<file path="src/rtl/tick_controller.sv">
// tick_controller: releases one registered single-cycle tick per rising edge of a selectable
// divided_clocks tap, under run/pause control. Define TICK_CTRL_STEP_EN for single-step support.
module tick_controller #(
   parameter int WIDTH       = 32,
   parameter int SELW        = 5,
   parameter int DEFAULT_SEL = 23,
   parameter int CNTW        = 16
) (
   input  logic             clock,
   input  logic             reset,
   input  logic [WIDTH-1:0] divided_clocks,
   input  logic [SELW-1:0]  rate_sel,
   input  logic             run,
   input  logic             step,
   output logic             tick,
   output logic [SELW-1:0]  active_sel,
   output logic             running,
   output logic [CNTW-1:0]  tick_count
);

`ifdef TICK_CTRL_STEP_EN
   typedef enum logic [1:0] {IDLE, RUN, STEP_WAIT} state_t;
`else
   typedef enum logic [1:0] {IDLE, RUN} state_t;
`endif

   state_t          state_reg;
   logic            tap_q;
   logic            tap;
   logic            tap_edge;
   logic [SELW-1:0] sel_req;
   logic            issue;
   logic            apply_sel;

   assign sel_req  = (32'(rate_sel) >= 32'(WIDTH)) ? SELW'(WIDTH - 1) : rate_sel;
   assign tap      = divided_clocks[active_sel];
   assign tap_edge = tap & ~tap_q;

`ifdef TICK_CTRL_STEP_EN
   logic step_q;
   logic step_req;

   assign step_req = step & ~step_q;
   assign issue    = tap_edge & (((state_reg == RUN) & run) | (state_reg == STEP_WAIT));

   always_ff @(posedge clock or posedge reset) begin
      if (reset) begin
         step_q <= 1'b0;
      end else begin
         step_q <= step;
      end
   end
`else
   logic unused_step;

   assign unused_step = step;
   assign issue       = tap_edge & (state_reg == RUN) & run;
`endif

   // A new rate only lands between periods: at once when idle, otherwise on a tick edge
   assign apply_sel = (sel_req != active_sel) & ((state_reg == IDLE) | issue);

   always_ff @(posedge clock or posedge reset) begin
      if (reset) begin
         state_reg  <= IDLE;
         tick       <= 1'b0;
         active_sel <= SELW'(DEFAULT_SEL);
         running    <= 1'b0;
         tick_count <= '0;
         tap_q      <= 1'b0;
      end else begin
         tick <= issue;
         if (issue) begin
            tick_count <= tick_count + CNTW'(1);
         end
         // Preloading tap_q from the new tap keeps a rate switch from faking an edge
         if (apply_sel) begin
            active_sel <= sel_req;
            tap_q      <= divided_clocks[sel_req];
         end else begin
            tap_q <= tap;
         end
         case (state_reg)
            IDLE: begin
               if (run) begin
                  state_reg <= RUN;
                  running   <= 1'b1;
               end
`ifdef TICK_CTRL_STEP_EN
               else if (step_req) begin
                  state_reg <= STEP_WAIT;
               end
`endif
            end
            RUN: begin
               if (tap_edge && !run) begin
                  state_reg <= IDLE;
                  running   <= 1'b0;
               end
            end
`ifdef TICK_CTRL_STEP_EN
            STEP_WAIT: begin
               if (tap_edge) begin
                  if (run) begin
                     state_reg <= RUN;
                     running   <= 1'b1;
                  end else begin
                     state_reg <= IDLE;
                  end
               end
            end
`endif
            default: begin
               state_reg <= IDLE;
               running   <= 1'b0;
            end
         endcase
      end
   end

endmodule

</file>
<file path="config.mk">
export PLATFORM = sky130hd
export DESIGN_NAME = tick_controller
export DESIGN_NICKNAME = d
export VERILOG_FILES = /design/src/rtl/tick_controller.sv
export SDC_FILE = /design/constraint.sdc
export NUM_CORES = 1
export LEC_CHECK = 0
export ABC_AREA = 1
export CELL_PAD_IN_SITES_DETAIL_PLACEMENT = 2
export CELL_PAD_IN_SITES_GLOBAL_PLACEMENT = 2
export CORE_AREA = 4 4 92 94
export DETAILED_ROUTE_END_ITERATION = 10
export DIE_AREA = 0 0 96 98
export PLACE_DENSITY = 0.87
export SETUP_SLACK_MARGIN = 0.2
export SYNTH_ARGS = -nofsm -noshare
export SYNTH_HDL_FRONTEND = slang
export SYNTH_SLANG_ARGS = --single-unit
</file>
<file path="constraint.sdc">
create_clock -name clock -period 2.61 [get_ports clock]
set_input_delay 0.6525 -clock clock [delete_from_list [all_inputs] [get_ports clock]]
set_output_delay 0.6525 -clock clock [all_outputs]
set_load 0.01 [all_outputs]
</file>
# Word-level counts from Yosys, hierarchy flattened
# Cells that the tools add are included.
[word_totals]
ff_bits = 26
in_bits = 41
[classes]
reduce_logical = 4
magnitude_cmp = 2
addsub = 1
eq_ne = 4
mux = 11
n_bitwise = 6
[ops]
columns = ["operator", "n"]
rows = [
  ["16-bit by 1-bit adder with 16-bit output (second input constant)", 1],
  ["5-bit by 6-bit < comparator with 1-bit output (second input constant)", 2],
  ["1-bit binary-select mux with 5-bit select", 2],
  ["1-bit 2-to-1 mux", 5],
  ["5-bit inequality test", 1],
  ["1-bit bitwise AND", 4],
  ["2-bit 2-to-1 mux", 2],
  ["2-bit one-hot mux with 2 select lines", 1],
  ["2-bit by 1-bit equality test with 1-bit output (second input constant)", 1],
  ["2-bit zero test", 1],
  ["2-bit by 1-bit inequality test with 1-bit output (second input constant)", 1],
  ["2-bit inequality test (second input constant)", 1],
  ["1-bit one-hot mux with 2 select lines", 1],
  ["2-bit AND reduction", 1],
  ["1-bit logical AND", 1],
  ["1-bit zero test", 1],
  ["1-bit inverter", 1],
  ["1-bit OR", 1],
]

# Longest topological paths before layout
# Gate-level depths: netlist of run 1.
[depth]
word_depth = 8
ltp_mapped = 14
mapped_depth_nobuf = 12

# Worst setup path before layout of run 1
# Ideal clock, no wire load.
[synth_timing]
path_type = "register to register"
from = "reg active_sel[0]"
to = "reg tick_count[4]"
setup_time_ps = 121
setup_slack_ps = 825
path_buffers = 3
arrival_ps = 1664
path_stages_with_launch = 15
path_cell_list = "dfstp_2 > buf_6 > inv_6 > buf_6 > nand2_1 > nand3_1 > nand3_1 > nand2_1 > nand2_1 > nand3_2 > nand4_4 > inv_4 > buf_6 > nand3b_1 > nand2_1"
[synth_via]
elab_chain_cells = 5
[synth_lines]
columns = ["item", "line_no", "source"]
rows = [
  ["start: declaration", "16", "output logic [SELW-1:0] active_sel,"],
  ["start signal: assignment", "67", "active_sel <= SELW'(DEFAULT_SEL);"],
  ["start signal: assignment", "78", "active_sel <= sel_req;"],
  ["1-bit binary-select mux with 5-bit select", "36", "assign tap = divided_clocks[active_sel];"],
  ["1-bit 2-to-1 mux (not written as such)", "36", ""],
  ["1-bit bitwise AND", "37", "assign tap_edge = tap & ~tap_q;"],
  ["1-bit bitwise AND (2 in a row)", "57", "assign issue = tap_edge & (state_reg == RUN) & run;"],
  ["net issue", "32", "logic issue;"],
  ["end signal: assignment", "74", "tick_count <= tick_count + CNTW'(1);"],
  ["end: declaration", "18", "output logic [CNTW-1:0] tick_count"],
]
# The timed path passes the listed nets, and every way through them passes these cells. The select of a mux whose other input is x is not followed.
# A chain may end at the register's enable or synchronous reset.

# Final worst setup path of run 1
[layout_timing]
from = "reg active_sel[0]"
to = "out active_sel[0]"
# No word-level cell between the ends.

==> results.md, run 1 <==
- Status: finished clean
- Netlist cell types: 28
- Total Neg Setup Slack: 0 ns
- Met2 Use GR: 32.34%
- Clk buf depth: 2
- WL per Instance: 17.50 um
- Worst slew pin tran: 0.5056 ns
- Async S/R FF share, synth: 100.0%
- Via Count: 2,316
- RD Place Congestion: 0.8500
- Worst Path Max Fanout: 18
- CTS resizes: 0
- Drt first pass iters: 4
- Grt ovf: 0
- Vias/cell: 5.013
- Total GRT Usage: 17.92%
- Layout Skew: 0.009016 ns
- Pin count of the biggest net entering global routing: 27
- Power per cell area: 926.3 nW/um^2
- IO buf count: 62
- Fin crit share: 86.97%
- Slowest cell on the critical path: dfstp_4
- Final Hold Vio Count: 0
- Pins Over Slew Limit: 0
- Cells after synthesis: 299
- R2r setup slk: 0.50 ns
- GRT Max-Usage Layer: met2
- WP data arrival: between 1.5 and 2 ns
- Sink Count: 24
- CP Class: reg -> out
- #FFs+latches synth: 24
- Cell family with most CP delay: flip-flops
- CTS H-Tree Depth: 1
- DRT antenna net count: 0
- Cell area after synthesis: 1953 um^2
- Initial antenna violation count: 0
- Fin nets: 403
- Number of global-route vias before repair: 2,636
- I/O pin cnt: 64
- First DRT Iteration DRCs: 78
- Sequential cell area fraction in the yosys report: just over 30%
- Met3 usage: between 2 and 2.5%
- Placed instance area: about 2700 um^2
- Crit-path max cell delay: approximately 0.76 ns
- Final Cell Area: 2724 um^2
- Worst skew pair latency: 0.27 ns
- RSZ-0062 raised after global routing: no
- Share of layout cells above drive strength 1: 6.944%
- Crit start category: flip-flop
- Syn avg cell area: 6.532 um^2
- Die Y: just under 100 um
- Residual DRC: 0
- Starting Density: roughly a quarter
- Die Area: 9408 um^2
- Post-synth EDFFs: 0
- Root Driver: clkbuf_8
- Post-cts hold buffer count: 0
- Post-synth top flop: dfrtp_1
- Synth Net Count: 341
- Layout area overhead: 39.46%
- Hold Crit Class: reg -> reg
- Synthesis Warnings: 0
- Worst slew margin: 66.25%
- Setup bufs post-CTS: 0
- First-pass GRT wire length: between 10,000 and 15,000 um
- Row count: 32
- CP Buf/Inv Count: 1
- Drt total wl: 8087 um
- CTS tree: yes
- CTS Buf Count: 3
- Final Util: approximately 36%
- Critical-path cell list: clkdlybuf4s50_1
- FMAX: 440.5 MHz
- P_leak: between 1 and 1.5 nW
- Post-DP HPWL: between 6000 and 7000 um
- MaxCap Viol Count: 0
- # setup viols final: 0
- Ant diodes: 0
- CP endpoint kind: primary output
- Worst EP required: 1.96 ns
- Core Region: around 7600 um^2
- Worst-path clk slew: around 0.09 ns
- Global-route track usage on met1: 22.23%
- Worst VDD drop: 439.7 uV
- Chip width: 96 um
- Post-route minimum period: 2.270 ns
## Yosys cell counts, drive strengths merged, types with 2 or more instances
cell type   n  area [um^2]
buf         7        66.31
clkbuf      4        15.01
dfrtp      20        500.5
dfstp       4        105.1
inv        30        120.1
nand2      98        372.9
nand3      44        245.2
nor2       27        101.4
nor3        6        30.03
nor4        2        12.51
o211ai      5        37.54
o21ai      30        150.1
o221ai      3        26.28
o22ai       4        25.02
xnor2       2        17.52
xor2        8        70.07
## power by group
group          switching, W  total, W  internal [W]
clock              0.000130  0.000266      0.000135
combinational      0.000845   0.00147      0.000621
sequential         0.000236  0.000791      0.000555
total               0.00121   0.00252       0.00131
## registers in the layout (all words and copies together) (netlist names)
signal,cells
tap_q,1
tick,1
active_sel,5
running,1
tick_count,16
## layout by cell type (no fill, tap or decap)
cell type        netlist  routed
a21o_1                 1       1
a221oi_1               1       1
buf_4                  0       6
clkbuf_8               0       4
clkdlybuf4s50_1        0      62
dfrtp_1               20      20
dfstp_2                4       3
dfstp_4                0       1
ha_1                   1       1
inv_1                 27      27
inv_2                  1       1
inv_4                  1       1
inv_6                  1       1
nand2_1               96      96
nand2_2                2       2
nand3_1               39      39
nand3_2                5       5
nand3b_1               1       1
nand4_4                1       1
nor2_1                27      27
nor3_1                 6       6
nor4_1                 2       2
o211ai_1               5       5
o21ai_0               21      21
o21ai_1                9       9
o221ai_1               3       3
o22ai_1                4       4
xnor2_1                2       2
xor2_1                 8       8
## final timing paths
path	start	endpoint	depth (start not counted)
max in group asynchronous	reset	active_sel[1]	3
worst max-delay path	active_sel[0]	active_sel[0]	1
worst max register to register	active_sel[1]	tick_count[10]	10
worst min register to register	active_sel[4]	active_sel[4]	2
worst min-delay path	active_sel[4]	active_sel[4]	2
min in group asynchronous	reset	tick_count[3]	3
## worst register-to-register path, stage by stage (launching register included)
cell     delay (ns)
dfstp_2        0.70
inv_2          0.17
nand3_1        0.13
nand3_1        0.09
nand2_1        0.11
nand2_1        0.09
nand3_2        0.10
nand4_4        0.13
buf_4          0.19
o21ai_0        0.20
nand2_1        0.09
## area by class of cell
type                       count  area, um^2
inverter                      30       120.1
fill                         903        4923
multi-input combinational    234        1146
sequential                    24       609.3
timing repair buffer          68       665.6
clock buffer                   4       55.05
tap                          102       127.6
## logic make-up (layout without fill, tap and decap cells)
group,Yosys count,count (layout),synth area share (%)
AOI/OAI and AO/OA,44,44,13.07
xor gates and xnor gates,10,10,4.485
adders and majority gates,1,1,0.6405
buffers and inverters,41,102,10.31
DFF,24,24,31.01
and+or+nand+nor,179,179,40.49
## through the flow
| step | cells | total power (W) | hold slack (ns) | setup slack, ns |
|---|---|---|---|---|
| 2_1_floorplan | 299 | 0.001656 | 0.4919 | 0.8253 |
| 3_3_place_gp | 458 | 0.002182 | 0.4940 | 0.2459 |
| 3_5_place_dp | 458 | 0.002277 | 0.5023 | 0.1359 |
| 4_1_cts | 462 | 0.002564 | 0.5159 | 0.2347 |
| 5_1_grt | 462 | 0.002757 | 0.5523 | 0.2566 |
| 6_report | 462 | 0.002523 | 0.5103 | 0.3400 |
## per-layer routing
| metal | up-vias | wire (um) | part of all wire (%) |
|---|---|---|---|
| met1 | 1153 | 3516 | 43 |
| met5 | - | 0 | 0 |
| met4 | 0 | 70 | 0.87 |
| li1 | 1102 | - | - |
| met2 | 54 | 4188 | 52 |
| met3 | 7 | 312 | 3.9 |
Power figures use the tool's default switching activity.
==> run 2: changes to the inputs <==
- CORE_AREA: 4 4 92 94 -> 4 4 100 102
- DIE_AREA: 0 0 96 98 -> 0 0 104 106
- PLACE_DENSITY: 0.87 -> 0.78
- SETUP_SLACK_MARGIN: 0.2 -> default
- clock period: 2.61 -> 1.9 ns (I/O delays scaled with it)
==> run 2 against run 1 <==
The run now ends with negative setup slack left. Clock-buffer cell count unchanged. Critical path depth increased by 12. Routed wire length grew 4.1%. Sequential share of layout area down 3.2 points. Critical path type is now reg -> reg. Largest power group unchanged.
==> results.md, run 2 (synthesized netlist as in run 1, its figures left out) <==
- Highest-count cells in the layout ignoring fill and taps: 75 x nand2_1, 57 x clkdlybuf4s50_1, 27 x inv_1
- Worst slew pin tran: around 0.45 ns
- Worst Path Max Fanout: 19
- Fill cells: ~1,100
- Worst slew margin: roughly 70%
- Worst VDD drop: 567.8 uV
- P_leak: ~1.4 nW
- CTS tree: yes
- CTS Buf Count: 3
- Placed instance area: 2829 um^2
- DP Cell Count: between 400 and 500
- Top Registers: tick_count x16, active_sel x5
- WL per Instance: about 17 um
- Pin count of the biggest net entering global routing: 25
- Post-DP HPWL: between 6000 and 7000 um
- Worst-path clk slew: 0.10 ns
- Crit start category: flip-flop
- Seq. cell area: 605.6 um^2
- Grt ovf: 0
- RSZ-0062 raised after global routing: yes
- Row count: 35
- Layout area overhead: 62.14%
- Final std cells w/o fill: 496
- WP data arrival: 2.13 ns
- CP Class: reg -> reg
- Initial antenna violation count: 0
- Via Count: approximately 2,400
- Die Y: 106 um
- Starting Density: 21.44%
- Sink Count: 24
- DRT antenna net count: 0
- Final Hold Vio Count: 0
- CTS H-Tree Depth: 1
- Hold WS: 0.5007 ns
- Power Total: 0.004170 W
- Worst EP required: 2.06 ns
- Fin nets: 428
- Share of layout cells above drive strength 1: 24.42%
- Chip width: approximately 100 um
- Layout Skew: 0.01172 ns
- Reg with most FFs: tick_count
- First-pass GRT wire length: between 10,000 and 15,000 um
- # setup viols final: 13
- Area of the multi-input gates: 1315 um^2
- Die Area: 11,020 um^2
- Vias/cell: 4.806
- Hold Crit Class: reg -> reg
- Final worst setup slack: -0.06567 ns
- Root Driver: clkbuf_8
- Max reg flops: 16
- Residual DRC: 0
- CP endpoint kind: flip-flop
- Number of global-route vias before repair: 2,700
- Status: finished with violations
- IO buf count: 62
- Post-route minimum period: 1.966 ns
- MaxCap Viol Count: 0
- Drt total wl: 8415 um
- First DRT Iteration DRCs: 81
- FMAX: 508.7 MHz
- Place WS: -0.3506 ns
- Total GRT Usage: 14.58%
- Clk buf depth: 2
- Final Cell Area: 3167 um^2
- Worst skew pair latency: 0.27 ns
- Core Region: 9109 um^2
- Failing checks: negative setup slack
- Pins Over Slew Limit: 0
- Power per cell area: 1317 nW/um^2
- RD Place Congestion: 0.7990
- Drt first pass iters: 4
- I/O pin cnt: 64
- Commonest non-fill, non-tap cell in the layout: nand2_1
- Ant diodes: 0
- Fin crit share: 103.5%
-- run 2: report_power, final --
part           internal, W  total [W]  switching, W
sequential        0.000753   0.000990      0.000237
clock             0.000185   0.000361      0.000176
combinational      0.00127    0.00282       0.00155
-- run 2: final cells by class --
type | count | share of cell area (%)
repair buffers | 93 | 29.12
inverters | 30 | 4.109
flip-flops and latches | 24 | 19.12
multi-input cells | 234 | 41.53
clock buffers | 4 | 1.738
well taps | 111 | 4.386
-- run 2: worst max-delay path, stage by stage (launching register included) --
cell and delay (ns):
dfstp_2 0.63, buf_12 0.16, inv_12 0.06, nand2_2 0.07, nand3_1 0.11, nand3_2 0.09, nand2_2 0.06, nand2_2 0.08
nand3_2 0.09, nand4_4 0.14, inv_6 0.08, buf_12 0.14, nand2_1 0.07, o21ai_1 0.07
-- run 2: final timing paths --
kind | start | endpoint | slack, ns | depth (start not counted)
min in group asynchronous | reset | tick_count[4] | 0.55 | 3
worst max-delay path | active_sel[0] | tick_count[11] | -0.07 | 13
worst min-delay path | active_sel[1] | active_sel[1] | 0.50 | 2
worst min register to register | active_sel[1] | active_sel[1] | 0.50 | 2
worst max register to register | active_sel[0] | tick_count[11] | -0.07 | 13
max in group asynchronous | reset | active_sel[0] | 1.04 | 3
-- run 2: layer usage --
layer  up-vias  share of wire [%]  track usage, %
li1       1155                  -               -
met1      1183                 45           18.35
met2        42                 52           27.16
met3         4                2.7           1.700
met4         0               0.48           2.279
met5         -                  0               0
-- run 2: repair_timing --
action,4_1_cts,5_1_grt
gates resized for setup,13,50
pin swaps,1,4
hold buffers,0,0
setup endpoints to repair,19,23
setup buffers,4,2
cloned,0,2
-- run 2: per-stage QoR --
step,TNS [ns],utilization [%]
6_report,-0.4410,34.77
5_1_grt,-2.790,34.77
4_1_cts,-0.1202,32.21
3_5_place_dp,-5.265,31.06
3_3_place_gp,-3.980,31.06
2_1_floorplan,0,-
